==> config.mk <==
export PLATFORM = sky130hd
export DESIGN_NAME = mdu_ctrl
export DESIGN_NICKNAME = d
export VERILOG_FILES = /design/src/rtl/mdu_pkg.sv /design/src/rtl/mdu_step.sv /design/src/rtl/mdu_ctrl.sv
export SDC_FILE = /design/constraint.sdc
export NUM_CORES = 1
export LEC_CHECK = 0
export BUFFER_PORTS_ARGS = -buffer_cell sky130_fd_sc_hd__buf_2
export CAP_MARGIN = 20
export CELL_PAD_IN_SITES_DETAIL_PLACEMENT = 1
export CELL_PAD_IN_SITES_GLOBAL_PLACEMENT = 2
export CORE_MARGIN = 3
export CORE_UTILIZATION = 38
export CTS_CLUSTER_DIAMETER = 200
export CTS_CLUSTER_SIZE = 40
export DETAILED_ROUTE_END_ITERATION = 8
export HOLD_SLACK_MARGIN = 0.03
export PLACE_DENSITY = 0.95
export SYNTH_ARGS = -nofsm -noshare
export SYNTH_HDL_FRONTEND = slang
export SYNTH_SLANG_ARGS = --single-unit
==> constraint.sdc <==
create_clock -name clk -period 12.9 [get_ports clk]
set_clock_uncertainty 0.1 [all_clocks]
set_input_delay 0 -clock clk [delete_from_list [all_inputs] [get_ports clk]]
set_output_delay 0 -clock clk [all_outputs]
set_load 0.01 [all_outputs]
==> src/rtl/mdu_pkg.sv <==
// Shared definitions for the multiply/divide unit controller.
//   - op encodings driven on mdu_ctrl.op
//   - FSM state type used by mdu_ctrl
//   - default iteration count per operation
//   - abs32: two's-complement magnitude of a 32-bit value
package mdu_pkg;

  localparam int MDU_ITER = 32;

  localparam logic [1:0] MDU_MULT  = 2'b00;
  localparam logic [1:0] MDU_MULTU = 2'b01;
  localparam logic [1:0] MDU_DIV   = 2'b10;
  localparam logic [1:0] MDU_DIVU  = 2'b11;

  typedef enum logic [1:0] {
    ST_IDLE = 2'b00,
    ST_CALC = 2'b01,
    ST_DONE = 2'b10
  } mdu_state_e;

  // The magnitude of 32'h80000000 is itself, which is the correct unsigned
  // magnitude once the datapath treats the value as unsigned.
  function automatic logic [31:0] abs32(input logic [31:0] v);
    return v[31] ? (~v + 32'd1) : v;
  endfunction

endpackage

==> src/rtl/mdu_step.sv <==
// One iteration of the unsigned multiply / restoring divide datapath.
// Purely combinational; mdu_ctrl holds the accumulators.
//   is_div  : 0 = shift-add multiply step, 1 = restoring subtract-shift step
//   a       : multiplicand (multiply) or divisor (divide)
//   hi_in   : partial product high word (multiply) or partial remainder (divide)
//   lo_in   : remaining multiplier bits (multiply) or dividend/quotient (divide)
//   hi_out / lo_out : accumulator values after this step
module mdu_step (
  input  logic        is_div,
  input  logic [31:0] a,
  input  logic [31:0] hi_in,
  input  logic [31:0] lo_in,
  output logic [31:0] hi_out,
  output logic [31:0] lo_out
);

  logic [32:0] sum;
  logic [32:0] shifted;
  logic        ge;
  logic [31:0] diff;

  always_comb begin
    sum     = {1'b0, hi_in} + (lo_in[0] ? {1'b0, a} : 33'd0);
    shifted = {hi_in, lo_in[31]};
    ge      = (shifted >= {1'b0, a});
    // When ge holds, the true difference is below the divisor and so fits in
    // 32 bits; the modulo-2^32 subtraction is exact.
    diff    = shifted[31:0] - a;

    if (is_div) begin
      hi_out = ge ? diff : shifted[31:0];
      lo_out = {lo_in[30:0], ge};
    end else begin
      // {sum, lo_in} shifted right by one: the product bits retire into lo.
      hi_out = sum[32:1];
      lo_out = {sum[0], lo_in[31:1]};
    end
  end

endmodule

==> src/rtl/mdu_ctrl.sv <==
// Multiply/divide unit controller: iterative MULT/MULTU/DIV/DIVU with
// architectural HI/LO registers, MTHI/MTLO writes and flush abort.
//   clk, reset_n      : clock, asynchronous active-low reset
//   start, op         : begin an operation (sampled in IDLE only), op select
//   rs_val, rt_val    : multiplicand/dividend, multiplier/divisor
//   mthi, mtlo, wdata : direct HI/LO writes in IDLE
//   flush             : abort an in-flight operation
//   busy, done        : not-IDLE indicator, one-cycle completion pulse
//   hi, lo            : HI/LO contents
//
// state | meaning
// IDLE  | waiting for start; accepts mthi/mtlo writes
// CALC  | one datapath step per cycle, ITER cycles, commits HI/LO on the last
// DONE  | done pulse with the new HI/LO visible, then back to IDLE
module mdu_ctrl
  import mdu_pkg::*;
#(
  parameter int ITER = MDU_ITER
) (
  input  logic        clk,
  input  logic        reset_n,
  input  logic        start,
  input  logic [1:0]  op,
  input  logic [31:0] rs_val,
  input  logic [31:0] rt_val,
  input  logic        mthi,
  input  logic        mtlo,
  input  logic [31:0] wdata,
  input  logic        flush,
  output logic        busy,
  output logic        done,
  output logic [31:0] hi,
  output logic [31:0] lo
);

  localparam int CNT_W = (ITER > 1) ? $clog2(ITER) : 1;
  localparam logic [CNT_W-1:0] CNT_LAST = CNT_W'(ITER - 1);

  mdu_state_e       state_q, state_d;
  logic [CNT_W-1:0] cnt_q, cnt_d;
  logic [31:0]      a_q, a_d;
  logic [31:0]      acc_hi_q, acc_hi_d;
  logic [31:0]      acc_lo_q, acc_lo_d;
  logic             is_div_q, is_div_d;
  logic             neg_main_q, neg_main_d;
  logic             neg_rem_q, neg_rem_d;
  logic [31:0]      hi_q, hi_d;
  logic [31:0]      lo_q, lo_d;

  logic [31:0] step_hi, step_lo;

  mdu_step u_step (
    .is_div (is_div_q),
    .a      (a_q),
    .hi_in  (acc_hi_q),
    .lo_in  (acc_lo_q),
    .hi_out (step_hi),
    .lo_out (step_lo)
  );

  // Operand preparation for a new operation.
  logic        op_signed, op_div, rs_neg, rt_neg, div_zero;
  logic [31:0] rs_abs, rt_abs;

  always_comb begin
    op_signed = ~op[0];
    op_div    = op[1];
    rs_neg    = op_signed & rs_val[31];
    rt_neg    = op_signed & rt_val[31];
    rs_abs    = rs_neg ? abs32(rs_val) : rs_val;
    rt_abs    = rt_neg ? abs32(rt_val) : rt_val;
    div_zero  = op_div & (rt_val == 32'd0);
  end

  // Sign fixup on the final step's result.
  logic [63:0] prod, prod_fix;
  logic [31:0] fix_hi, fix_lo;

  always_comb begin
    prod     = {step_hi, step_lo};
    prod_fix = neg_main_q ? (~prod + 64'd1) : prod;
    if (is_div_q) begin
      fix_lo = neg_main_q ? (~step_lo + 32'd1) : step_lo;
      fix_hi = neg_rem_q  ? (~step_hi + 32'd1) : step_hi;
    end else begin
      fix_lo = prod_fix[31:0];
      fix_hi = prod_fix[63:32];
    end
  end

  always_comb begin
    state_d    = state_q;
    cnt_d      = cnt_q;
    a_d        = a_q;
    acc_hi_d   = acc_hi_q;
    acc_lo_d   = acc_lo_q;
    is_div_d   = is_div_q;
    neg_main_d = neg_main_q;
    neg_rem_d  = neg_rem_q;
    hi_d       = hi_q;
    lo_d       = lo_q;

    case (state_q)
      ST_IDLE: begin
        if (start) begin
          // A start in IDLE always drops coincident mthi/mtlo writes.
          if (!flush) begin
            state_d  = ST_CALC;
            cnt_d    = '0;
            is_div_d = op_div;
            acc_hi_d = 32'd0;
            if (op_div) begin
              a_d = rt_abs;
              // Divide by zero runs the raw dividend through: the restoring
              // steps then yield an all-ones quotient and rs_val as remainder.
              acc_lo_d = div_zero ? rs_val : rs_abs;
            end else begin
              a_d      = rs_abs;
              acc_lo_d = rt_abs;
            end
            neg_main_d = (rs_neg ^ rt_neg) & ~div_zero;
            neg_rem_d  = rs_neg & op_div & ~div_zero;
          end
        end else begin
          if (mthi) hi_d = wdata;
          if (mtlo) lo_d = wdata;
        end
      end

      ST_CALC: begin
        if (flush) begin
          state_d = ST_IDLE;
        end else begin
          acc_hi_d = step_hi;
          acc_lo_d = step_lo;
          cnt_d    = cnt_q + CNT_W'(1);
          if (cnt_q == CNT_LAST) begin
            hi_d    = fix_hi;
            lo_d    = fix_lo;
            state_d = ST_DONE;
          end
        end
      end

      ST_DONE: begin
        state_d = ST_IDLE;
      end

      default: begin
        state_d = ST_IDLE;
      end
    endcase
  end

  always_ff @(posedge clk or negedge reset_n) begin
    if (!reset_n) begin
      state_q    <= ST_IDLE;
      cnt_q      <= '0;
      a_q        <= 32'd0;
      acc_hi_q   <= 32'd0;
      acc_lo_q   <= 32'd0;
      is_div_q   <= 1'b0;
      neg_main_q <= 1'b0;
      neg_rem_q  <= 1'b0;
      hi_q       <= 32'd0;
      lo_q       <= 32'd0;
    end else begin
      state_q    <= state_d;
      cnt_q      <= cnt_d;
      a_q        <= a_d;
      acc_hi_q   <= acc_hi_d;
      acc_lo_q   <= acc_lo_d;
      is_div_q   <= is_div_d;
      neg_main_q <= neg_main_d;
      neg_rem_q  <= neg_rem_d;
      hi_q       <= hi_d;
      lo_q       <= lo_d;
    end
  end

  assign busy = (state_q != ST_IDLE);
  assign done = (state_q == ST_DONE);
  assign hi   = hi_q;
  assign lo   = lo_q;

endmodule

==> qor.txt <==
====================================================================================================
Data required time of the critical path                                                     13.14 ns
Detailed-route via count                                                                       18800
Most used flip-flop cell after synthesis                                                     dfrtp_1
Via density per instance                                                                        6.16
Remaining global-route overflow                                                                    0
Std-Cell Core Area                                                                        43500 um^2
# setup viols final                                                                                0
Worst reg2reg path depth                                                                          21
Origin of the worst min-delay path                                                        rs_val[28]
Fraction of synthesized cell area taken by the top area cell type                              25.3%
Reg-to-reg critical path endpoint                                                             hi[24]
Routed Wire Length                                                                          74500 um
Worst hold margin                                                                          0.0461 ns
Capturing element type of the critical path                                                     flop
Num Clock Sinks                                                                                  170
Clk root buf                                                                               clkbuf_16
Crit-path cells                                                                         ha_1, and4_1, and4_1, a31oi_1, and4_1, buf_4, a31oi_1, inv_1, ha_1, nor3b_1, o221ai_1, nor3_1, o2111ai_1, or4_1, o21ai_0, nand2_1, a21oi_1, a32oi_1, o21ai_0, xor2_1, a21oi_1
Total nets after synthesis                                                                      2471
Gr busiest metal                                                                                met2
Seq/Total Area, Yosys                                                                          25.3%
Power density over the cells                                                             190 nW/um^2
WS Path Type                                                                            flop to flop
Buffer and inverter count on the worst path                                                        2
Max Fclk                                                                                     153 MHz
Area of the mapped netlist                                                                16800 um^2
Worst R2R Setup Slack                                                                        6.37 ns
Number of buffers added by the clock tree synthesis step                                          17
Total of flip-flops plus latches after synthesis                                                 170
Antenna violations before repair                                                                   8
Number of flops mapped to enable cells by yosys                                                    0
Met3 Usage GRT                                                                                 5.30%
Maximum number of pins on one net before global-route repair                                     107
Global routing met1 resource utilization                                                       38.8%
Latest clock arrival within the worst-skew pair                                              0.49 ns
Most area-hungry cell type in the Yosys netlist                                              dfrtp_1
Longest Clk Path Bufs                                                                              2
Detailed-route wire length per cell                                                          24.4 um
Row count                                                                                         76
Total leakage power                                                                          8.37 nW
Result of the run                                                                       finished clean
Floorplan die width                                                                           217 um
Tot GR Track Use                                                                               31.1%
Worst-path fanout max                                                                             16
Critical Path Start Type                                                                        flop
Final hold violation count                                                                         0
Worst reg2reg startpoint                                                                 acc_hi_q[8]
Fin. max-slew vios                                                                                 0
Starting utilization of the core area                                                          38.8%
Worst stage delay on the critical path                                                       0.67 ns
Fraction of layout cells with a size suffix above 1                                            12.0%
Clock period minus final worst setup slack                                                   6.53 ns
Number of global-route vias before repair                                                      19100
Path class of the lowest-slack min-delay path                                           input port to flop
Overall power of the completed layout                                                        3.69 mW
Final estimated routing congestion in global placement                                         0.965
Utilization after layout                                                                       44.8%
Actual transition at the worst max-transition pin                                            1.09 ns
CTS HTree Levels                                                                                   4
Die outline area                                                                          46900 um^2
TNS Setup                                                                                       0 ns
Most repeated cell in the gate-level netlist after synthesis                                 nand2_1
Number of placed I/O pins                                                                        170
Cell count along the critical path                                                                21
Peak ir drop on the vdd network                                                           0.000117 V
Async S/R FF share, synth                                                                       100%
Clock-pin slew reported for the worst setup and hold paths after clock tree synthesis        0.08 ns
Residual DRC count                                                                                 0
Count of buffers added by post-CTS timing repair for setup                                         0
Tightest slew margin relative to the limit                                                     26.8%
Routed Antenna Nets                                                                                0
Post-DP HPWL                                                                                56100 um
Mean post-synth cell area                                                                  7.34 um^2
CP most frequent cell                                                                         and4_1
Number of instances resized during post-cts repair                                                 0
Critical-path top delay cell                                                                   or4_1
Initial DRC count                                                                               1580
Port bufs                                                                                        169
Hold depth                                                                                         5
CTS tree                                                                                       built
Die span in y                                                                                 217 um
Met2 usage                                                                                     52.3%
Post-placement worst setup slack                                                             6.57 ns
Max cap viols                                                                                      0
Number of distinct library cells after synthesis                                                  90
Number of instances in the synthesized netlist                                                  2295
Layout overhead on the synthesized area                                                        15.5%
Global-route wire length before repair                                                     114000 um
Number of optimization iterations in the first detailed-route pass                                 5
Commonest cells in the synthesized netlist                                              nand2_1, o21ai_0, nor2_1, a21oi_1, dfrtp_1
Yosys warning total                                                                                0
Crit path DAT                                                                                6.77 ns
Fin crit share                                                                                 50.6%
Family of cells with the greatest summed delay on the critical path                     simple AND/OR/NAND/NOR gates
Synth top area cells                                                                    dfrtp_1, o21ai_0, nand2_1, a21oi_1, ha_1
Net count of the finished layout                                                                2626
Final Worst Setup Slack                                                                      6.37 ns
Hold worst-path end                                                                     acc_lo_q[28]
Setup repair after global routing missed its margin                                               no
====================================================================================================
-- final cells by class --
type                       instances  area [um^2]
clock buffer                      20          447
antenna                            1         2.50
clock inverter                    11         90.1
multi-input combinational       1926        11800
tap                              585          732
timing repair buffer             274         1870
inverter                          61          229
sequential                       170         4260
fill                            5572        24000
-- state kept, by name (all words and copies together) (netlist names) --
name and flops:
a_q 32, acc_hi_q 32, acc_lo_q 32, cnt_q 5, hi 32, is_div_q 1
lo 32, neg_main_q 1, neg_rem_q 1, state_q 2
-- metal layers --
metal  wire length, um  vias to the layer above  share of wire (%)
li1                  -                     8572                  -
met1             30700                     9376                 41
met2             35500                      638                 48
met3              4450                      189                6.0
met4              3770                        4                5.1
met5                24                        -              0.032
-- worst min-delay path, stage by stage --
cell      delay, ns
buf_2          0.15
xnor2_1        0.13
a211oi_1       0.09
a21oi_1        0.11
o21ai_0        0.10
-- cell families (layout without fill, tap and decap cells) --
family | after synthesis | after routing | synth area share (%)
compound gates | 747 | 747 | 27.3
other cells | 0 | 1 | 0
xor+xnor | 174 | 174 | 9.05
fa+ha+maj | 72 | 72 | 5.44
buf+inv | 199 | 366 | 4.76
flops | 170 | 170 | 25.3
mux | 53 | 53 | 3.25
simple gates | 880 | 880 | 25.0
-- report_power, final --
part	leakage, nW	switching (mW)	internal (mW)
combinational	5.96	1.56	0.809
clock	0.252	0.253	0.254
sequential	2.15	0.143	0.672
total	8.37	1.96	1.73
-- layout by cell type, fill, tap and decap left out, types with 36 or more instances in the layout --
cell type	instances
nand4_1	38
ha_1	70
buf_2	168
inv_1	60
xor2_1	74
and2_1	53
o21ai_0	246
nor2_1	220
mux2i_1	40
a21oi_1	217
dfrtp_1	169
nand2_1	307
xnor2_1	100
dlygate4sd3_1	66
nor3_1	62
buf_4	36
-- metrics by stage --
step / area [um^2] / instances
2_1_floorplan: 16800 / 2295
3_3_place_gp: 18200 / 2945
3_5_place_dp: 18200 / 2946
4_1_cts: 19400 / 3044
5_1_grt: 19500 / 3047
6_report: 19500 / 3048
-- repair_timing --
action / CTS / global route
endpoints found under the setup margin: 0 / 0
hold endpoints to repair: 141 / 0
hold buffers: 67 / 0
-- worst max-delay path by stage --
stage | from | endpoint | slack (ns)
floorplan | acc_hi_q[7] | hi[24] | 7.83
global placement | acc_hi_q[8] | hi[24] | 6.86
detailed placement | acc_hi_q[8] | hi[24] | 6.57
CTS | acc_hi_q[8] | hi[24] | 6.49
global route | acc_hi_q[8] | hi[24] | 5.74
finish | acc_hi_q[8] | hi[24] | 6.37
(Power assumes the default switching activity.)
